[src/rtl/datapath_if.sv]
// datapath_if: control selects, load enables, memory data and register observation bus for datapath.
interface datapath_if;
    logic        PCout, Zlowout, MDRout, R2out, R3out;
    logic        MARin, Zin, PCin, MDRin, IRin, Yin, R1in, R2in, R3in;
    logic        IncPC, AND, Read;
    logic [31:0] Mdatain;
    logic [31:0] BusMuxOut;
    logic [31:0] R1_q, R2_q, R3_q, PC_q, IR_q, MAR_q, MDR_q, Y_q, Zlow_q, Zhigh_q;
    modport master (
        output PCout, Zlowout, MDRout, R2out, R3out,
        output MARin, Zin, PCin, MDRin, IRin, Yin, R1in, R2in, R3in,
        output IncPC, AND, Read, Mdatain,
        input  BusMuxOut,
        input  R1_q, R2_q, R3_q, PC_q, IR_q, MAR_q, MDR_q, Y_q, Zlow_q, Zhigh_q
    );
    modport slave (
        input  PCout, Zlowout, MDRout, R2out, R3out,
        input  MARin, Zin, PCin, MDRin, IRin, Yin, R1in, R2in, R3in,
        input  IncPC, AND, Read, Mdatain,
        output BusMuxOut,
        output R1_q, R2_q, R3_q, PC_q, IR_q, MAR_q, MDR_q, Y_q, Zlow_q, Zhigh_q
    );
endinterface

[src/rtl/datapath.sv]
// datapath: single-bus register file, MDR, Y/Z and ALU (increment, AND, optional add).
// Define DATAPATH_ADD_EN to make the ALU default operation Y + bus instead of 0.
module datapath (
    input  logic       clock,
    input  logic       clear,
    datapath_if.slave  dp
);
    logic [31:0] r_r1, r_r2, r_r3, r_pc, r_ir, r_mar, r_mdr, r_y, r_zlow, r_zhigh;
    logic [31:0] w_bus, w_alu, w_mdr_d;
    // Bus sources only come from registers, so a drive-and-load in one cycle sees the pre-edge value.
    always_comb begin
        w_bus = dp.Zlowout ? r_zlow :
                dp.MDRout  ? r_mdr  :
                dp.PCout   ? r_pc   :
                dp.R2out   ? r_r2   :
                dp.R3out   ? r_r3   : '0;
    end
    always_comb begin
`ifdef DATAPATH_ADD_EN
        w_alu = dp.IncPC ? w_bus + 32'd1 : dp.AND ? (r_y & w_bus) : r_y + w_bus;
`else
        w_alu = dp.IncPC ? w_bus + 32'd1 : dp.AND ? (r_y & w_bus) : '0;
`endif
    end
    assign w_mdr_d = dp.Read ? dp.Mdatain : w_bus;
    always_ff @(posedge clock or negedge clear) begin
        if (!clear) begin
            r_r1    <= '0;
            r_r2    <= '0;
            r_r3    <= '0;
            r_pc    <= '0;
            r_ir    <= '0;
            r_mar   <= '0;
            r_mdr   <= '0;
            r_y     <= '0;
            r_zlow  <= '0;
            r_zhigh <= '0;
        end else begin
            if (dp.R1in)  r_r1  <= w_bus;
            if (dp.R2in)  r_r2  <= w_bus;
            if (dp.R3in)  r_r3  <= w_bus;
            if (dp.PCin)  r_pc  <= w_bus;
            if (dp.IRin)  r_ir  <= w_bus;
            if (dp.MARin) r_mar <= w_bus;
            if (dp.Yin)   r_y   <= w_bus;
            if (dp.MDRin) r_mdr <= w_mdr_d;
            if (dp.Zin) begin
                r_zlow  <= w_alu;
                r_zhigh <= '0;
            end
        end
    end
    assign dp.BusMuxOut = w_bus;
    assign dp.R1_q      = r_r1;
    assign dp.R2_q      = r_r2;
    assign dp.R3_q      = r_r3;
    assign dp.PC_q      = r_pc;
    assign dp.IR_q      = r_ir;
    assign dp.MAR_q     = r_mar;
    assign dp.MDR_q     = r_mdr;
    assign dp.Y_q       = r_y;
    assign dp.Zlow_q    = r_zlow;
    assign dp.Zhigh_q   = r_zhigh;
endmodule

[src/flat_wrapper.sv]
// flat-port wrapper written by rule: the top's interface ports become plain ports
module datapath_flat 
  (clock, clear, dp_PCout, dp_Zlowout, dp_MDRout, dp_R2out, dp_R3out, dp_MARin, dp_Zin, dp_PCin, dp_MDRin, dp_IRin, dp_Yin, dp_R1in, dp_R2in, dp_R3in, dp_IncPC, dp_AND, dp_Read, dp_Mdatain, dp_BusMuxOut, dp_R1_q, dp_R2_q, dp_R3_q, dp_PC_q, dp_IR_q, dp_MAR_q, dp_MDR_q, dp_Y_q, dp_Zlow_q, dp_Zhigh_q);
  datapath_if dp_i ();
  input  logic clock;
  input  logic clear;
  input wire logic [$bits(dp_i.PCout)-1:0] dp_PCout;
  input wire logic [$bits(dp_i.Zlowout)-1:0] dp_Zlowout;
  input wire logic [$bits(dp_i.MDRout)-1:0] dp_MDRout;
  input wire logic [$bits(dp_i.R2out)-1:0] dp_R2out;
  input wire logic [$bits(dp_i.R3out)-1:0] dp_R3out;
  input wire logic [$bits(dp_i.MARin)-1:0] dp_MARin;
  input wire logic [$bits(dp_i.Zin)-1:0] dp_Zin;
  input wire logic [$bits(dp_i.PCin)-1:0] dp_PCin;
  input wire logic [$bits(dp_i.MDRin)-1:0] dp_MDRin;
  input wire logic [$bits(dp_i.IRin)-1:0] dp_IRin;
  input wire logic [$bits(dp_i.Yin)-1:0] dp_Yin;
  input wire logic [$bits(dp_i.R1in)-1:0] dp_R1in;
  input wire logic [$bits(dp_i.R2in)-1:0] dp_R2in;
  input wire logic [$bits(dp_i.R3in)-1:0] dp_R3in;
  input wire logic [$bits(dp_i.IncPC)-1:0] dp_IncPC;
  input wire logic [$bits(dp_i.AND)-1:0] dp_AND;
  input wire logic [$bits(dp_i.Read)-1:0] dp_Read;
  input wire logic [$bits(dp_i.Mdatain)-1:0] dp_Mdatain;
  output wire logic [$bits(dp_i.BusMuxOut)-1:0] dp_BusMuxOut;
  output wire logic [$bits(dp_i.R1_q)-1:0] dp_R1_q;
  output wire logic [$bits(dp_i.R2_q)-1:0] dp_R2_q;
  output wire logic [$bits(dp_i.R3_q)-1:0] dp_R3_q;
  output wire logic [$bits(dp_i.PC_q)-1:0] dp_PC_q;
  output wire logic [$bits(dp_i.IR_q)-1:0] dp_IR_q;
  output wire logic [$bits(dp_i.MAR_q)-1:0] dp_MAR_q;
  output wire logic [$bits(dp_i.MDR_q)-1:0] dp_MDR_q;
  output wire logic [$bits(dp_i.Y_q)-1:0] dp_Y_q;
  output wire logic [$bits(dp_i.Zlow_q)-1:0] dp_Zlow_q;
  output wire logic [$bits(dp_i.Zhigh_q)-1:0] dp_Zhigh_q;
  assign dp_i.PCout = dp_PCout;
  assign dp_i.Zlowout = dp_Zlowout;
  assign dp_i.MDRout = dp_MDRout;
  assign dp_i.R2out = dp_R2out;
  assign dp_i.R3out = dp_R3out;
  assign dp_i.MARin = dp_MARin;
  assign dp_i.Zin = dp_Zin;
  assign dp_i.PCin = dp_PCin;
  assign dp_i.MDRin = dp_MDRin;
  assign dp_i.IRin = dp_IRin;
  assign dp_i.Yin = dp_Yin;
  assign dp_i.R1in = dp_R1in;
  assign dp_i.R2in = dp_R2in;
  assign dp_i.R3in = dp_R3in;
  assign dp_i.IncPC = dp_IncPC;
  assign dp_i.AND = dp_AND;
  assign dp_i.Read = dp_Read;
  assign dp_i.Mdatain = dp_Mdatain;
  assign dp_BusMuxOut = dp_i.BusMuxOut;
  assign dp_R1_q = dp_i.R1_q;
  assign dp_R2_q = dp_i.R2_q;
  assign dp_R3_q = dp_i.R3_q;
  assign dp_PC_q = dp_i.PC_q;
  assign dp_IR_q = dp_i.IR_q;
  assign dp_MAR_q = dp_i.MAR_q;
  assign dp_MDR_q = dp_i.MDR_q;
  assign dp_Y_q = dp_i.Y_q;
  assign dp_Zlow_q = dp_i.Zlow_q;
  assign dp_Zhigh_q = dp_i.Zhigh_q;
  datapath u_core (.clock(clock), .clear(clear), .dp(dp_i));
endmodule
[config.mk]
export PLATFORM = sky130hd
export DESIGN_NAME = datapath_flat
export DESIGN_NICKNAME = d
export VERILOG_FILES = /design/src/rtl/datapath_if.sv /design/src/rtl/datapath.sv /design/src/flat_wrapper.sv
export SDC_FILE = /design/constraint.sdc
export NUM_CORES = 1
export LEC_CHECK = 0
export CORE_MARGIN = 4
export CORE_UTILIZATION = 38
export DETAILED_ROUTE_END_ITERATION = 10
export PLACE_DENSITY = 0.67
export SYNTH_ARGS = -nofsm -noshare
export SYNTH_HDL_FRONTEND = slang
export SYNTH_SLANG_ARGS = --single-unit
[constraint.sdc]
create_clock -name clock -period 9.58 [get_ports clock]
set_input_delay 2.395 -clock clock [delete_from_list [all_inputs] [get_ports clock]]
set_output_delay 2.395 -clock clock [all_outputs]
set_load 0.005 [all_outputs]
==> flow_summary.toml <==
[global_route]
grt_antenna_before_repair = 0
grt_first_pass_wirelength_mm = 69.4
gr-total-overflow = 0
grt_usage_pct = 23.2
grt_max_degree = 152
grt_pass1_vias = 10700

[placed_design]
portBuffers = 370
hpwl_mm = 30.9
dp_cells = 1868
dpl_cell_area_um2 = 17200
dp_slack_ps = 1820
place_congestion = 0.788

[sta]
period_needed_ps = 7780
fmax_mhz = 129
fin_crit_sh_pct = 81.2
setup_viol = 0
final_hold_viol_count = 0
setup_tns_ps = 0
relSlewSlack_pct = 26.6
drv_slew = 0
tightestPinTransition_ps = 1100
finClkSkew_ps = 8.31
fin_ws_ps = 1800
rsz0062_at_grt = "false"

[die]
io_pins = 403
die_h_um = 195
core_um2 = 34500
die_width_um = 195
die_area_um2 = 38000
num_rows = 68
start_util_pct = 38.5

[clock_tree]
cts.reportedPaths.clkPinSlew_ps = 60
cts_tree = "built"
cts_resized = 0
ctsLongestPathBuffers = 3
clockRootBuffer = "clkbuf_16"
htreeDepth = 1
cts.sinks = 288
hold_buffers = 0
postCtsSetupRepairBufs = 0
cts_buffers = 31
insertion_delay_ps = 550

[worst_setup_path]
path_cells = "clkdlybuf4s50_1, nor2b_4, a22oi_1, o31a_1, inv_1, clkdlybuf4s50_1"
slowest_delay_ps = 940
cp_common_cell = "clkdlybuf4s50_1"
crit_arrival_ps = 5380
cp_slowest_cell = "clkdlybuf4s50_1"
path_max_fanout = 21
crit_path_end_kind = "output pin"
cp.required_ps = 7190
worstSetupPathType = "in -> out"
worstSetupStartpointType = "input pin"

[route]
drc = 0
top_layer = "met4"
wl_met1_mm = 19.4
drtAntennaViolNets = 0
routed_via_density = 5.41
wl_met3_mm = 3.71
routed-wl-met2_mm = 21.6
drt_wl_total_mm = 45.8
vias = 10400
firstDrtPassIters = 5
drt-initial-drc-count = 640
wl_per_cell_um = 23.9

[logic_synthesis]
synth_seq_cells = 288
avgSynthCellArea_um2 = 11.9
synth_edf_count = 0
ys.flop_type = "dfrtp_1"
yosysTopAreaCellShare_pct = 54.3
syn_inst = 1116
synthTopCellsByArea = "dfrtp_1 (54%), mux2_2 (18%), a21oi_1 (2.6%), mux2i_1 (2.4%), clkbuf_1 (2.2%)"
syn_area_um2 = 13300
ys_seq_area_share_pct = 54.3
synth_top_cell_by_area = "dfrtp_1"
yosysWarnings = 0
async_flop_share_pct = 100
synth_cell_type_count = 51

[pwr]
p_total_uw = 3820
p_leak_uw = 0.00756
peakVddDrop_mv = 0.144
power.density_nw_per_um2 = 210

[finish]
multiInputGateArea_um2 = 5410
nNetsFinal = 1498
num-fill-cells = 2999
syn_to_final_growth_pct = 36.8
ff_latch_area_um2 = 7210
final_cells = 1920
antenna_cells = 0
fin_area_um2 = 18100
drive_gt1_share_pct = 22.0

[flow_run]
drv_cap = 0

[min_path]
hold_path.class = "reg -> reg"

[outcome]
status = "finished, final reports clean"
==> power by group <==
group	switching, µW	internal, µW	leakage, µW
Combinational	453	648	0.00359
Sequential	163	1440	0.00350
Clock	472	643	0.000457
Total	1090	2730	0.00756
==> area by class of cell <==
type | instances | share of cell area, %
clock buffers | 49 | 5.03
clock inverters | 3 | 0.0827
inverters | 25 | 0.517
multi-input cells | 692 | 29.8
flip-flops and latches | 288 | 39.7
well taps | 455 | 3.14
repair buffers | 408 | 21.7
==> routing by layer <==
layer	track usage, %	vias up
met4	5.97	0
li1	-	4628
met1	31.2	5258
met5	0	-
met2	38.3	436
met3	5.36	66
==> metrics by stage <==
stage | utilization [%] | hold slack [ps]
after floorplan | - | 495
after global placement | 50.0 | 488
after detailed placement | 50.0 | 494
after CTS | 52.7 | 507
after global routing | 52.7 | 519
final | 52.7 | 504
==> cells in the final DEF (no fill, tap or decap), types with 14 or more instances in the layout <==
cell             instances
conb_1                  32
mux2_2                 216
a221oi_1                22
a22oi_1                 23
o21ai_0                 38
xnor2_1                 21
nand4_1                 17
mux2i_1                 32
dfrtp_1                288
nand2_1                 27
clkbuf_16               31
clkdlybuf4s50_1        356
nor3_1                  14
inv_1                   24
buf_4                   37
nor2_1                  57
a21oi_1                 68
==> synth_stat cells, drive strengths merged, types with 12 or more instances <==
master	instances
a32oi	12
buf	64
nand2	27
a21oi	70
nor3	14
inv	24
a221oi	22
xnor2	21
nand3	12
nand4	17
o21ai	50
mux2	216
nor2	58
dfrtp	288
a22oi	23
mux2i	32
o221ai	12
clkbuf	78
==> flip-flops by register name, indices dropped and copies added, names as in the netlist <==
name / flops
u_core.dp.PC_q: 32
u_core.dp.R1_q: 32
u_core.dp.IR_q: 32
u_core.dp.Zlow_q: 32
u_core.dp.MAR_q: 32
u_core.dp.R3_q: 32
u_core.dp.R2_q: 32
u_core.dp.MDR_q: 32
u_core.dp.Y_q: 32
==> worst paths after layout <==
kind                                     from                   end  slack [ps]  cells past startpoint
min in group asynchronous               clear    u_core.dp.MAR_q[3]        1780                      1
hold reg to reg            u_core.dp.IR_q[26]    u_core.dp.IR_q[26]         500                      1
setup reg to reg            u_core.dp.R2_q[1]  u_core.dp.Zlow_q[20]        6120                     11
hold / removal             u_core.dp.IR_q[26]    u_core.dp.IR_q[26]         500                      1
setup / recovery                    dp_MDRout      dp_BusMuxOut[22]        1800                      6
max in group asynchronous               clear    u_core.dp.R1_q[15]        6380                      2
==> critical path, delay by kind of cell <==
family,cells,cell delay [ps]
buffers and inverters,3,1850
AOI/OAI and AO/OA,2,350
and+or+nand+nor,1,770
==> logic make-up after synthesis <==
family,count (synthesis),synth area share (%)
other,1,0.0283
AO/OA/AOI/OAI,221,11.1
multiplexers,248,20.8
buffers and inverters,167,5.90
flip-flops,288,54.3
adder cells (fa/ha/maj),1,0.0943
AND/OR/NAND/NOR,168,6.37
XOR/XNOR,22,1.45
No activity file was read; power rests on OpenSTA's default activity.
